<file path="src/rtl/screen_arbiter.sv">
// Arbiter sharing one single-port screen RAM between the CPU data port and the
// VGA pixel fetcher. Each access has a fixed 3-cycle latency, and the next grant overlaps the access in flight.
module screen_arbiter #(
   parameter int ADDR_WIDTH   = 13,
   parameter int DATA_WIDTH   = 16,
   parameter int VGA_PRIORITY = 1
) (
   input  logic                  clk,
   input  logic                  reset,
   input  logic                  cpu_req,
   input  logic                  cpu_write,
   input  logic [ADDR_WIDTH-1:0] cpu_address,
   input  logic [DATA_WIDTH-1:0] cpu_wdata,
   output logic [DATA_WIDTH-1:0] cpu_rdata,
   output logic                  cpu_ack,
   output logic                  cpu_busy,
   input  logic                  vga_req,
   input  logic [ADDR_WIDTH-1:0] vga_address,
   output logic [DATA_WIDTH-1:0] vga_rdata,
   output logic                  vga_ack,
   output logic [ADDR_WIDTH-1:0] ram_address,
   output logic [DATA_WIDTH-1:0] ram_wdata,
   output logic                  ram_wren,
   input  logic [DATA_WIDTH-1:0] ram_rdata
);

   typedef enum logic [1:0] {
      S_IDLE    = 2'd0,
      S_ISSUE   = 2'd1,
      S_CAPTURE = 2'd2
   } state_t;

   typedef enum logic [1:0] {
      OWN_NONE = 2'd0,
      OWN_CPU  = 2'd1,
      OWN_VGA  = 2'd2
   } owner_t;

   state_t                state_q, state_d;
   owner_t                owner_q, owner_d;
   logic                  last_vga_q, last_vga_d;
   logic                  wr_q, wr_d;
   logic [ADDR_WIDTH-1:0] ram_address_q, ram_address_d;
   logic [DATA_WIDTH-1:0] ram_wdata_q, ram_wdata_d;
   logic                  ram_wren_q, ram_wren_d;
   logic [DATA_WIDTH-1:0] cpu_rdata_q, cpu_rdata_d;
   logic [DATA_WIDTH-1:0] vga_rdata_q, vga_rdata_d;
   logic                  cpu_ack_q, cpu_ack_d;
   logic                  vga_ack_q, vga_ack_d;

   logic cpu_elig_s, vga_elig_s;
   logic grant_cpu_s, grant_vga_s;

   // Winner selection; the owner of the access in flight sits out its own CAPTURE slot.
   always_comb begin
      cpu_elig_s  = cpu_req & ~((state_q == S_CAPTURE) && (owner_q == OWN_CPU));
      vga_elig_s  = vga_req & ~((state_q == S_CAPTURE) && (owner_q == OWN_VGA));
      grant_cpu_s = 1'b0;
      grant_vga_s = 1'b0;
      if (cpu_elig_s && vga_elig_s) begin
         if (VGA_PRIORITY != 0) begin
            grant_vga_s = 1'b1;
         end else if (last_vga_q) begin
            grant_cpu_s = 1'b1;
         end else begin
            grant_vga_s = 1'b1;
         end
      end else begin
         grant_cpu_s = cpu_elig_s;
         grant_vga_s = vga_elig_s;
      end
   end

   // Next-state logic: issue on grant, capture read data and pulse the owner's ack.
   always_comb begin
      state_d       = state_q;
      owner_d       = owner_q;
      last_vga_d    = last_vga_q;
      wr_d          = wr_q;
      ram_address_d = ram_address_q;
      ram_wdata_d   = ram_wdata_q;
      ram_wren_d    = 1'b0;
      cpu_rdata_d   = cpu_rdata_q;
      vga_rdata_d   = vga_rdata_q;
      cpu_ack_d     = 1'b0;
      vga_ack_d     = 1'b0;
      case (state_q)
         S_IDLE, S_CAPTURE: begin
            if (state_q == S_CAPTURE) begin
               if (owner_q == OWN_CPU) begin
                  cpu_ack_d = 1'b1;
                  if (!wr_q) begin
                     cpu_rdata_d = ram_rdata;
                  end else begin
                     cpu_rdata_d = cpu_rdata_q;
                  end
               end else if (owner_q == OWN_VGA) begin
                  vga_ack_d   = 1'b1;
                  vga_rdata_d = ram_rdata;
               end else begin
                  cpu_ack_d = 1'b0;
               end
            end else begin
               cpu_ack_d = 1'b0;
            end
            if (grant_cpu_s) begin
               state_d       = S_ISSUE;
               owner_d       = OWN_CPU;
               last_vga_d    = 1'b0;
               wr_d          = cpu_write;
               ram_address_d = cpu_address;
               ram_wdata_d   = cpu_wdata;
               ram_wren_d    = cpu_write;
            end else if (grant_vga_s) begin
               state_d       = S_ISSUE;
               owner_d       = OWN_VGA;
               last_vga_d    = 1'b1;
               wr_d          = 1'b0;
               ram_address_d = vga_address;
            end else begin
               state_d = S_IDLE;
            end
         end
         S_ISSUE: begin
            state_d = S_CAPTURE;
         end
         default: begin
            state_d = S_IDLE;
         end
      endcase
   end

   // State and output registers.
   always_ff @(posedge clk or posedge reset) begin
      if (reset) begin
         state_q       <= S_IDLE;
         owner_q       <= OWN_NONE;
         last_vga_q    <= 1'b1;
         wr_q          <= 1'b0;
         ram_address_q <= {ADDR_WIDTH{1'b0}};
         ram_wdata_q   <= {DATA_WIDTH{1'b0}};
         ram_wren_q    <= 1'b0;
         cpu_rdata_q   <= {DATA_WIDTH{1'b0}};
         vga_rdata_q   <= {DATA_WIDTH{1'b0}};
         cpu_ack_q     <= 1'b0;
         vga_ack_q     <= 1'b0;
      end else begin
         state_q       <= state_d;
         owner_q       <= owner_d;
         last_vga_q    <= last_vga_d;
         wr_q          <= wr_d;
         ram_address_q <= ram_address_d;
         ram_wdata_q   <= ram_wdata_d;
         ram_wren_q    <= ram_wren_d;
         cpu_rdata_q   <= cpu_rdata_d;
         vga_rdata_q   <= vga_rdata_d;
         cpu_ack_q     <= cpu_ack_d;
         vga_ack_q     <= vga_ack_d;
      end
   end

   assign ram_address = ram_address_q;
   assign ram_wdata   = ram_wdata_q;
   assign ram_wren    = ram_wren_q;
   assign cpu_rdata   = cpu_rdata_q;
   assign vga_rdata   = vga_rdata_q;
   assign cpu_ack     = cpu_ack_q;
   assign vga_ack     = vga_ack_q;
   assign cpu_busy    = cpu_req & ~cpu_ack_q;

endmodule

</file>
<file path="config.mk">
export PLATFORM = sky130hd
export DESIGN_NAME = screen_arbiter
export DESIGN_NICKNAME = d
export VERILOG_FILES = /design/src/rtl/screen_arbiter.sv
export SDC_FILE = /design/constraint.sdc
export NUM_CORES = 1
export LEC_CHECK = 0
export ABC_AREA = 1
export ABC_CLOCK_PERIOD_IN_PS = 2450
export BUFFER_PORTS_ARGS = -buffer_cell sky130_fd_sc_hd__buf_4
export CAP_MARGIN = 40
export CORE_MARGIN = 2
export CORE_UTILIZATION = 44
export CTS_CLUSTER_DIAMETER = 40
export DETAILED_ROUTE_END_ITERATION = 10
export PLACE_DENSITY = 0.75
export SLEW_MARGIN = 20
export SYNTH_ARGS = -nofsm -noshare
export SYNTH_HDL_FRONTEND = slang
export SYNTH_SLANG_ARGS = --single-unit
</file>
<file path="constraint.sdc">
create_clock -name clk -period 2.45 [get_ports clk]
set_clock_uncertainty 0.05 [all_clocks]
set_input_delay 0 -clock clk [delete_from_list [all_inputs] [get_ports clk]]
set_output_delay 0 -clock clk [all_outputs]
set_load 0.005 [all_outputs]
</file>
Yosys cells after proc, flatten, opt, wreduce, memory -nomap -nowiden --
Cells that the tools add are included.
Storage, ports and cells: register bits 69, bits of input ports 63, output and inout port bits 65, logic and storage cells 52
Operators by class: eq/ne operators 4, multiplexer cells 20, bitwise gates (word level) 8, reduce and logical (&&, ||, !) cells 10
Operators by type and width (count):
- two-way mux 13 bit | 2
- two-way mux 1 bit | 15
- AND reduction 4 bit | 2
- NOT 1 bit | 5
- equality test 2 x 1 -> 1 bit (second input constant) | 2
- equality test 2 bit (second input constant) | 2
- two-way mux 2 bit | 2
- case mux 2 bit (2 select lines) | 1
- AND reduction 2 bit | 2
- AND 1 bit | 3
- logical AND 1 bit | 3
- logical NOT 2 bit | 1
- nonzero test 2 bit | 1
- OR reduction 2 bit | 1

Logic depth before layout (Yosys ltp) --
Gate-level depths: netlist of run 1.
depth in word-level cells 9, depth in mapped cells 11, depth with buffers taken out 10

Worst setup path before layout of run 1 --
Ideal clock, no wire load.
path kind reg-to-reg, start register state_q[0], end register cpu_rdata_q[10] (netlist: cpu_rdata[10]), setup time 0.117 ns, data arrival time 1.279 ns, required time 2.283 ns, path slack 1.003 ns, stages on the path, launching flop included 10, buffers on the path 2, clock period less this slack 1.447 ns, cells stage by stage dfrtp_1 -> inv_2 -> nand2_2 -> inv_2 -> nand2_1 -> or2_1 -> buf_2 -> buf_2 -> nand2_1 -> o21ai_2
On the way: word-level cells in the longest chain between the ends 3, elaborated cells between the ends (all ways) 4, those cells by class eq/ne (1); reduce/logical (3)
Ends and longest elaborated chain:
- start: declaration | line 39 | state_t state_q, state_d;
- start signal: assignment | line 148 | state_q <= state_d;
- equality test 2 bit or logical NOT 2 bit (tied branches) | line 87, 89
- OR reduction 2 bit | line 87 | case (state_q)
- AND reduction 4 bit (no line) (*)
- end signal: assignment | line 143 | cpu_rdata_q <= {DATA_WIDTH{1'b0}};
- end signal: assignment | line 155 | cpu_rdata_q <= cpu_rdata_d;
- end: declaration | line 46 | logic [DATA_WIDTH-1:0] cpu_rdata_q, cpu_rdata_d;
Mark *: on every way between the ends. The rest lies on a longest branch, timed or not. A chain may end at the register's enable or synchronous reset.

Worst setup path after layout of run 1 --
start register state_q[0], end register ram_address_q[2] (netlist: ram_address[2])
On the way: word-level cells in the longest chain between the ends 8, elaborated cells between the ends (all ways) 15, those cells by class eq/ne (1); mux (3); bitwise (4); reduce/logical (7)
Ends and longest elaborated chain:
- equality test 2 bit | line 56, 57, 87
- logical AND 1 bit, on equally long branches | line 56, 57
- NOT 1 bit, on equally long branches | line 56, 57
- AND 1 bit, on equally long branches | line 56, 57
- logical AND 1 bit | line 60 | if (cpu_elig_s && vga_elig_s) begin
- two-way mux 1 bit | line 60
- nonzero test 2 bit (no line)
- AND reduction 2 bit (no line)
- end signal: assignment | line 140 | ram_address_q <= {ADDR_WIDTH{1'b0}};
- end signal: assignment | line 152 | ram_address_q <= ram_address_d;
- end: declaration | line 43 | logic [ADDR_WIDTH-1:0] ram_address_q, ram_address_d;
Parallel ways exist; a longest one is shown, timed or not.

==> results.cfg, run 1 <==
[setup_path]
cp-end-kind = flop
critPathArrivalTime_ps = 2460
worst_path_max_delay_cell = dlygate4sd3_1
path_common_cell = nand2_1
path_class = flop to flop
critPathMaxFanout = 34
cp_cell_sequence = inv_2, nand2_2, inv_2, nand2_4, nand2_8, nand2_2, nand2_1, nand2_1, dlygate4sd3_1, nand2_1, nand2_1
cp-start-kind = flop
required_ps = 2630
max_stage_delay_ps = 550
rr_worst_depth = 11

[sta]
slew_headroom_pct = 52.8
tightest_slew_ps = 706
finalSetupViolations = 0
slew_violations = 0
setup-tns-final_ps = 0
period_share_pct = 93.2
rsz0062_at_grt = no
fin_crit_ps = 2280
fmax_ghz = 0.438
layout_setup_ws_ps = 167
finalHoldViolations = 0

[cells_and_area]
fillers = 442
syn2layout_area_growth_pct = 64.1
multiInputGateArea_um2 = 945
seq_area_mm2 = 0.00173
drive_gt1_share_pct = 32.6
fin_nets = 576
n_antenna_cell = 0

[synthesis]
synth_nets = 385
yosysWarnings = 0
synth_seq_area_share_pct = 60.4
synth-seq-cells = 69
synth_cells = 322
syn_area_per_cell_um2 = 8.87
synth_cell_types = 21
netlist_area_mm2 = 0.00286

[clock_tree]
clock-sinks = 69
clockRootBuffer = clkbuf_8
cts_tree = yes
clk_pin_slew_worst_paths_ps = 80
cts_max_path_buffers = 2
htreeDepth = 3
cts_inserted_buffers = 9
clk_latency_ps = 330

[drt]
wl_per_cell_um = 13.5
wirelength_um = 8030
dr.pass1.iters = 4
remaining_drc_errors = 0
num_vias = 2841
drtIter0Drc = 124
ant_nets = 0
viasPerCell = 4.77

[pwr]
pwr-share-clk_pct = 20.5
power.density_mw_per_mm2 = 933
p_int_w = 0.00297
power.switching_w = 0.00140
p_leak_nw = 2.57
vdd_drop_max_mv = 0.568
p_comb_share_pct = 36.5
p_seq_share_pct = 43.0
swShare_pct = 32.1

[run]
max_cap_viol_count = 0

[floorplanning]
die_width_um = 84.6
die_area_mm2 = 0.00715
pin_count = 128
floorplan.initialDensity_pct = 45.2
core_mm2 = 0.00631
die_y_um = 84.6
rows = 29

[global_route]
grtUsageTotal_pct = 22.7
grt_pass1_wl_um = 12900
grt-ovfl-total = 0
grt_max_degree = 37
antenna_found_initial = 0
grt_pass1_vias = 2819

[placement]
dpl.hpwl_um = 4950
portBuffers = 127
place.gp.congestion = 0.788
place_ws_ps = 495

[run_status]
status = finished clean

[min_path]
hold_depth = 3
min_path_type = primary input to flop
routing by layer:
layer / part of all wire [%] / track usage [%]
met2: 51 / 39.1
met5: 0 / 0
met1: 39 / 27.3
met3: 6.5 / 5.01
met4: 3.6 / 9.81
path summary, 6_finish.rpt:
| check | start | end | slack, ps |
|---|---|---|---|
| worst min register to register | state_q[1] | state_q[1] | 400 |
| worst max-delay path | state_q[0] | ram_address[2] | 170 |
| min in group asynchronous | reset | ram_wdata[15] | 300 |
| worst min-delay path | cpu_req | state_q[0] | 60 |
| worst max register to register | state_q[0] | ram_address[2] | 170 |
| max in group asynchronous | reset | cpu_rdata[9] | 1410 |
timing repair:
action	4_1_cts	5_1_grt
hold endpoints to repair	96	0
hold buffers	60	0
buffers inserted	0	5
setup endpoints to repair	0	13
gates resized for setup	0	1
state kept, by name (all words and copies together), names as in the netlist:
register     cells
cpu_rdata       16
ram_wdata       16
vga_rdata       16
ram_address     13
owner_q          2
state_q          2
cpu_ack          1
ram_wren         1
vga_ack          1
wr_q             1
logic make-up (layout without fill, tap and decap cells):
logic type	after synthesis	after routing	synth area share [%]
AO/OA/AOI/OAI	36	36	7.49
buffers and inverters	40	236	6.79
flip-flops	69	69	60.4
AND/OR/NAND/NOR	177	177	25.3
area by class of cell:
type	count	share of cell area, %
Clock inverter	6	1.36
Sequential cell	69	36.8
Tap cell	77	2.06
Inverter	25	2.00
Clock buffer	10	2.72
Timing Repair Buffer	195	34.9
Multi-Input combinational cell	213	20.2
worst max-delay path: cells and delay by family, from the launching register on:
kind | cells | cell delay (ps)
simple gates | 8 | 990
buf+inv | 3 | 720
flops | 1 | 410
Yosys cell counts (all sizes together):
master,instances,area [um^2]
nand3,14,75.1
clkbuf,3,11.3
inv,25,93.8
nand2,155,604
nor2,7,36.3
a21oi,2,21.3
buf,12,88.8
dfrtp,69,1730
or2,1,6.26
o21ai,34,193
layout by cell type, fill, tap and decap left out:
cell type	n
a21oi_1	1
a21oi_4	1
buf_12	1
buf_4	133
buf_8	1
bufinv_16	1
clkbuf_1	1
clkbuf_8	9
clkinv_2	2
clkinv_4	1
clkinvlp_4	2
dfrtp_1	69
dlygate4sd3_1	60
inv_1	21
inv_2	4
nand2_1	150
nand2_2	3
nand2_4	1
nand2_8	1
nand3_1	13
nand3_2	1
nor2_1	5
nor2_2	1
nor2_4	1
o21ai_0	18
o21ai_1	10
o21ai_2	6
or2_1	1
through the flow:
stage,total power [W],util (%),area [um^2],hold WS [ps],cells
4_1_cts,0.00435,73.5,4640,43.9,590
3_3_place_gp,0.00329,60.7,3830,118,513
2_1_floorplan,0.00245,-,2860,59.6,322
6_report,0.00437,74.2,4690,56.5,595
3_5_place_dp,0.00335,61.0,3850,120,514
5_1_grt,0.00466,74.2,4690,76.0,595
power groups by stage:
stage                     sequential, W  combinational (W)  clock [W]
after CTS                       0.00187            0.00157   0.000906
after detailed placement        0.00188            0.00147          0
after floorplan                 0.00188           0.000573          0
after global routing            0.00194            0.00178   0.000953
final                           0.00188            0.00160   0.000897
after global placement          0.00188            0.00141          0
(Power assumes the default switching activity.)
==> inputs of run 2 (changes only) <==
PLACE_DENSITY = not set   (was 0.75)
PLACE_DENSITY_LB_ADDON = 0.25   (was not set)
==> results.cfg, run 2 (synthesized netlist as in run 1, its figures left out) <==
[drt]
wirelength_um = 8010
top_layer = met4
dr.pass1.iters = 4
drtIter0Drc = 121
wl_met2_um = 4210
ant_nets = 0
wl_per_cell_um = 13.5
viasPerCell = 4.68
met1_length_um = 3180
remaining_drc_errors = 0
dr_wl_met3_um = 451
num_vias = 2773

[cells_and_area]
fin_nets = 573
n_antenna_cell = 0
fillers = 471
multiInputGateArea_um2 = 945
drive_gt1_share_pct = 32.0
mostFrequentLayoutCell = nand2_1
layout_common_cells = nand2_1 (150), buf_4 (131), dfrtp_1 (69)
seq_area_mm2 = 0.00173
syn2layout_area_growth_pct = 64.1

[clock_tree]
clockRootBuffer = clkbuf_8
cts_inserted_buffers = 9
htreeDepth = 3
clk_pin_slew_worst_paths_ps = 70
clock-sinks = 69
cts_max_path_buffers = 2
cts_tree = yes
clk_latency_ps = 330

[floorplanning]
rows = 29
core_mm2 = 0.00631
die_width_um = 84.6
die_y_um = 84.6
floorplan.initialDensity_pct = 45.2
pin_count = 128
die_area_mm2 = 0.00715

[placement]
place.gp.congestion = 0.811
dpl.hpwl_um = 4980
place_ws_ps = 605
portBuffers = 127

[setup_path]
critPathMaxFanout = 34
cp-end-kind = flop
cp-start-kind = flop
path_class = flop to flop
required_ps = 2670
critPathArrivalTime_ps = 2500

[sta]
layout_setup_ws_ps = 174
finalSetupViolations = 0
period_share_pct = 92.9
finalHoldViolations = 0
tightest_slew_ps = 537
setup-tns-final_ps = 0
slew_violations = 0
rsz0062_at_grt = no
slew_headroom_pct = 64.2
fin_crit_ps = 2280
fmax_ghz = 0.439

[pwr]
p_leak_nw = 2.57
power.density_mw_per_mm2 = 959
vdd_drop_max_mv = 0.697

[global_route]
grt_pass1_vias = 2841
antenna_found_initial = 0
grtUsageTotal_pct = 23.0
grt_max_degree = 35
grt_pass1_wl_um = 13100
grt-ovfl-total = 0

[min_path]
min_path_type = primary input to flop

[run_status]
status = finished clean

[run]
max_cap_viol_count = 0
run 2: worst paths after layout:
kind | slack, ps | start | cells past startpoint | to
max | 170 | state_q[0] | 11 | ram_address[4]
min | 60 | cpu_req | 3 | state_q[0]
max reg2reg | 170 | state_q[0] | 11 | ram_address[4]
min reg2reg | 400 | state_q[1] | 1 | state_q[1]
max in group asynchronous | 1450 | reset | 4 | state_q[1]
min in group asynchronous | 180 | reset | 3 | vga_rdata[2]
run 2: cell type report:
cell class,count,share of cell area (%)
clock buffer,13,3.39
clock inverter,3,1.44
inverter,25,2.00
multi-input combinational,213,20.2
sequential,69,36.8
tap,77,2.06
timing repair buffer,192,34.1
run 2: per-layer routing:
layer	global-route usage, %	up-vias
met3	5.41	16
met5	0	-
li1	-	1368
met1	26.5	1307
met4	9.96	0
met2	40.7	82
run 2: critical path, stage by stage, from the launching register on:
cell	delay [ps]
dfrtp_1	410
inv_2	110
nand2_2	70
inv_2	70
nand2_4	210
nand2_8	150
buf_4	240
nand3_1	120
nand2_1	100
dlygate4sd3_1	550
nand2_1	50
nand2_1	70
run 2: stage by stage:
stage | util [%] | hold WS, ps | area (um^2) | cells | total power (W)
floorplan | - | 59.6 | 2860 | 322 | 0.00245
global placement | 60.6 | -9.89 | 3830 | 514 | 0.00329
detailed placement | 60.9 | -7.62 | 3840 | 515 | 0.00335
CTS | 74.0 | 39.2 | 4670 | 591 | 0.00449
global route | 74.2 | 87.1 | 4690 | 592 | 0.00479
finish | 74.2 | 59.1 | 4690 | 592 | 0.00450
run 2: power breakdown:
group	internal (W)	switching [W]	total, W
combinational	0.000895	0.000683	0.00158
sequential	0.00159	0.000283	0.00188
clock	0.000630	0.000411	0.00104
run 2: what timing repair did:
action / CTS / global route
endpoints found under the hold margin: 82 / 0
hold buffers: 60 / 0
gates resized for setup: 0 / 1
endpoints found under the setup margin: 0 / 13
setup buffers: 0 / 1
==> inputs of run 3 (changes only) <==
CORE_UTILIZATION = 47   (was 44)
==> results.cfg, run 3 (synthesized netlist as in run 1, its figures left out) <==
[cells_and_area]
final_cells = 590
layout_common_cells = nand2_1 (150), buf_4 (130), dfrtp_1 (69)
drive_gt1_share_pct = 32.0
fin_nets = 573
fillers = 410
syn2layout_area_growth_pct = 62.1
stdcell_area_mm2 = 0.00463
n_antenna_cell = 0
mostFrequentLayoutCell = nand2_1

[setup_path]
path_class = flop to flop
cp-start-kind = flop
r2r_end = ram_address[5]
critPathMaxFanout = 34
worst_path_max_delay_cell = dlygate4sd3_1
reg2reg_setup_slack_ps = 190
rr_worst_depth = 11
critPathArrivalTime_ps = 2430
rr_startpoint = state_q[0]
cp-end-kind = flop
cp_top_family = simple AND/OR/NAND/NOR gates
path_common_cell = nand2_1
cp_cell_sequence = inv_2, nand2_2, inv_2, nand2_4, nand2_8, nand2_2, nand2_1, nand2_1, dlygate4sd3_1, nand2_1, nand2_1
max_stage_delay_ps = 560
path_buf_inv = 3
required_ps = 2620

[clock_tree]
clk_latency_ps = 330
clock-sinks = 69
clk_pin_slew_worst_paths_ps = 70
cts_max_path_buffers = 2
cts_inserted_buffers = 9
cts_tree = yes
clockRootBuffer = clkbuf_8
htreeDepth = 3

[sta]
slew_violations = 0
finalHoldViolations = 0
fmax_ghz = 0.443
tightest_slew_ps = 632
fin_crit_ps = 2260
slew_headroom_pct = 57.8
period_share_pct = 92.1
setup-tns-final_ps = 0
rsz0062_at_grt = no
finalSetupViolations = 0

[placement]
post_dp_cell_area_mm2 = 0.00385
dp_cells = 512
dpl.hpwl_um = 4800
place.gp.congestion = 0.746
portBuffers = 127

[pwr]
pwr-share-clk_pct = 18.2
swShare_pct = 32.4
power.density_mw_per_mm2 = 912
p_leak_nw = 2.54
p_comb_share_pct = 37.6
p_seq_share_pct = 44.2
power.switching_w = 0.00137
p_int_w = 0.00285
vdd_drop_max_mv = 0.511

[min_path]
min_from = cpu_req
hold_depth = 3
min_path_type = primary input to flop
hold_end = state_q[0]

[global_route]
grt_max_degree = 40
grt_pass1_vias = 2590
grt_pass1_wl_um = 11700
antenna_found_initial = 0
grtUsageTotal_pct = 22.9
grt-ovfl-total = 0

[floorplanning]
die_y_um = 82.0
floorplan.initialDensity_pct = 48.5
die_area_mm2 = 0.00672
rows = 28
die_width_um = 82.0
pin_count = 128
core_mm2 = 0.00589

[drt]
remaining_drc_errors = 0
dr.pass1.iters = 4
wl_per_cell_um = 13.1
ant_nets = 0
num_vias = 2782
wirelength_um = 7700
viasPerCell = 4.72
drtIter0Drc = 156

[run]
max_cap_viol_count = 0

[run_status]
status = finished clean
run 3: cell count changes in the layout (fill, tap and decap cells not counted):
cell       change
buf_12         +1
buf_4          -1
bufinv_16      -2
clkbuf_8       -2
clkinv_2       +4
run 3: cell type report:
| class | count | area [um^2] | area share (%) |
|---|---|---|---|
| Tap cell | 75 | 93.8 | 2.03 |
| Timing Repair Buffer | 192 | 1610 | 34.8 |
| Inverter | 25 | 93.8 | 2.03 |
| Clock inverter | 5 | 27.5 | 0.595 |
| Multi-Input combinational cell | 213 | 945 | 20.4 |
| Clock buffer | 11 | 131 | 2.84 |
| Sequential cell | 69 | 1730 | 37.3 |
run 3: timing repair:
item,in CTS,in global routing
endpoints found under the setup margin,0,13
setup buffers,0,2
hold buffers,60,0
endpoints found under the hold margin,93,0
resized for setup,0,1
run 3: layer usage:
metal	track usage, %	vias up	share of wire [%]
li1	-	1371	-
met1	29.3	1317	42
met2	38.2	86	51
met3	5.16	8	5.9
met4	8.33	0	0.91
met5	0	-	0
run 3: worst reg2reg max path, stage by stage (launching register included):
cell and delay [ps]:
dfrtp_1 420, inv_2 110, nand2_2 80, inv_2 70, nand2_4 210, nand2_8 170, nand2_2 180, nand2_1 130
nand2_1 70, dlygate4sd3_1 560, nand2_1 60, nand2_1 50
run 3: how the worst max path moves through the flow:
stage          slack, ps       start        endpoint  depth (start not counted)
2_1_floorplan        660       reset         cpu_ack                          1
3_3_place_gp         610  state_q[0]   cpu_rdata[14]                          7
3_5_place_dp         600  state_q[0]      owner_q[0]                          7
4_1_cts               70  state_q[0]  ram_address[6]                         11
5_1_grt               10  state_q[0]  ram_address[5]                         11
6_report             190  state_q[0]  ram_address[5]                         11
run 3: power groups by stage:
stage / Sequential, W / Combinational, W / Clock [W]
finish: 0.00187 / 0.00158 / 0.000768
global route: 0.00191 / 0.00176 / 0.000835
CTS: 0.00186 / 0.00157 / 0.000774
detailed placement: 0.00187 / 0.00148 / 0
global placement: 0.00187 / 0.00141 / 0
floorplan: 0.00188 / 0.000573 / 0
run 3: per-stage QoR:
step	util, %	total power (W)	setup WS, ps	hold slack, ps
global placement	65.1	0.00328	609	77.8
CTS	78.3	0.00421	67.3	40.0
finish	78.7	0.00422	194	45.6
detailed placement	65.3	0.00335	602	83.4
global route	78.7	0.00451	10.4	54.9
floorplan	-	0.00245	660	59.6
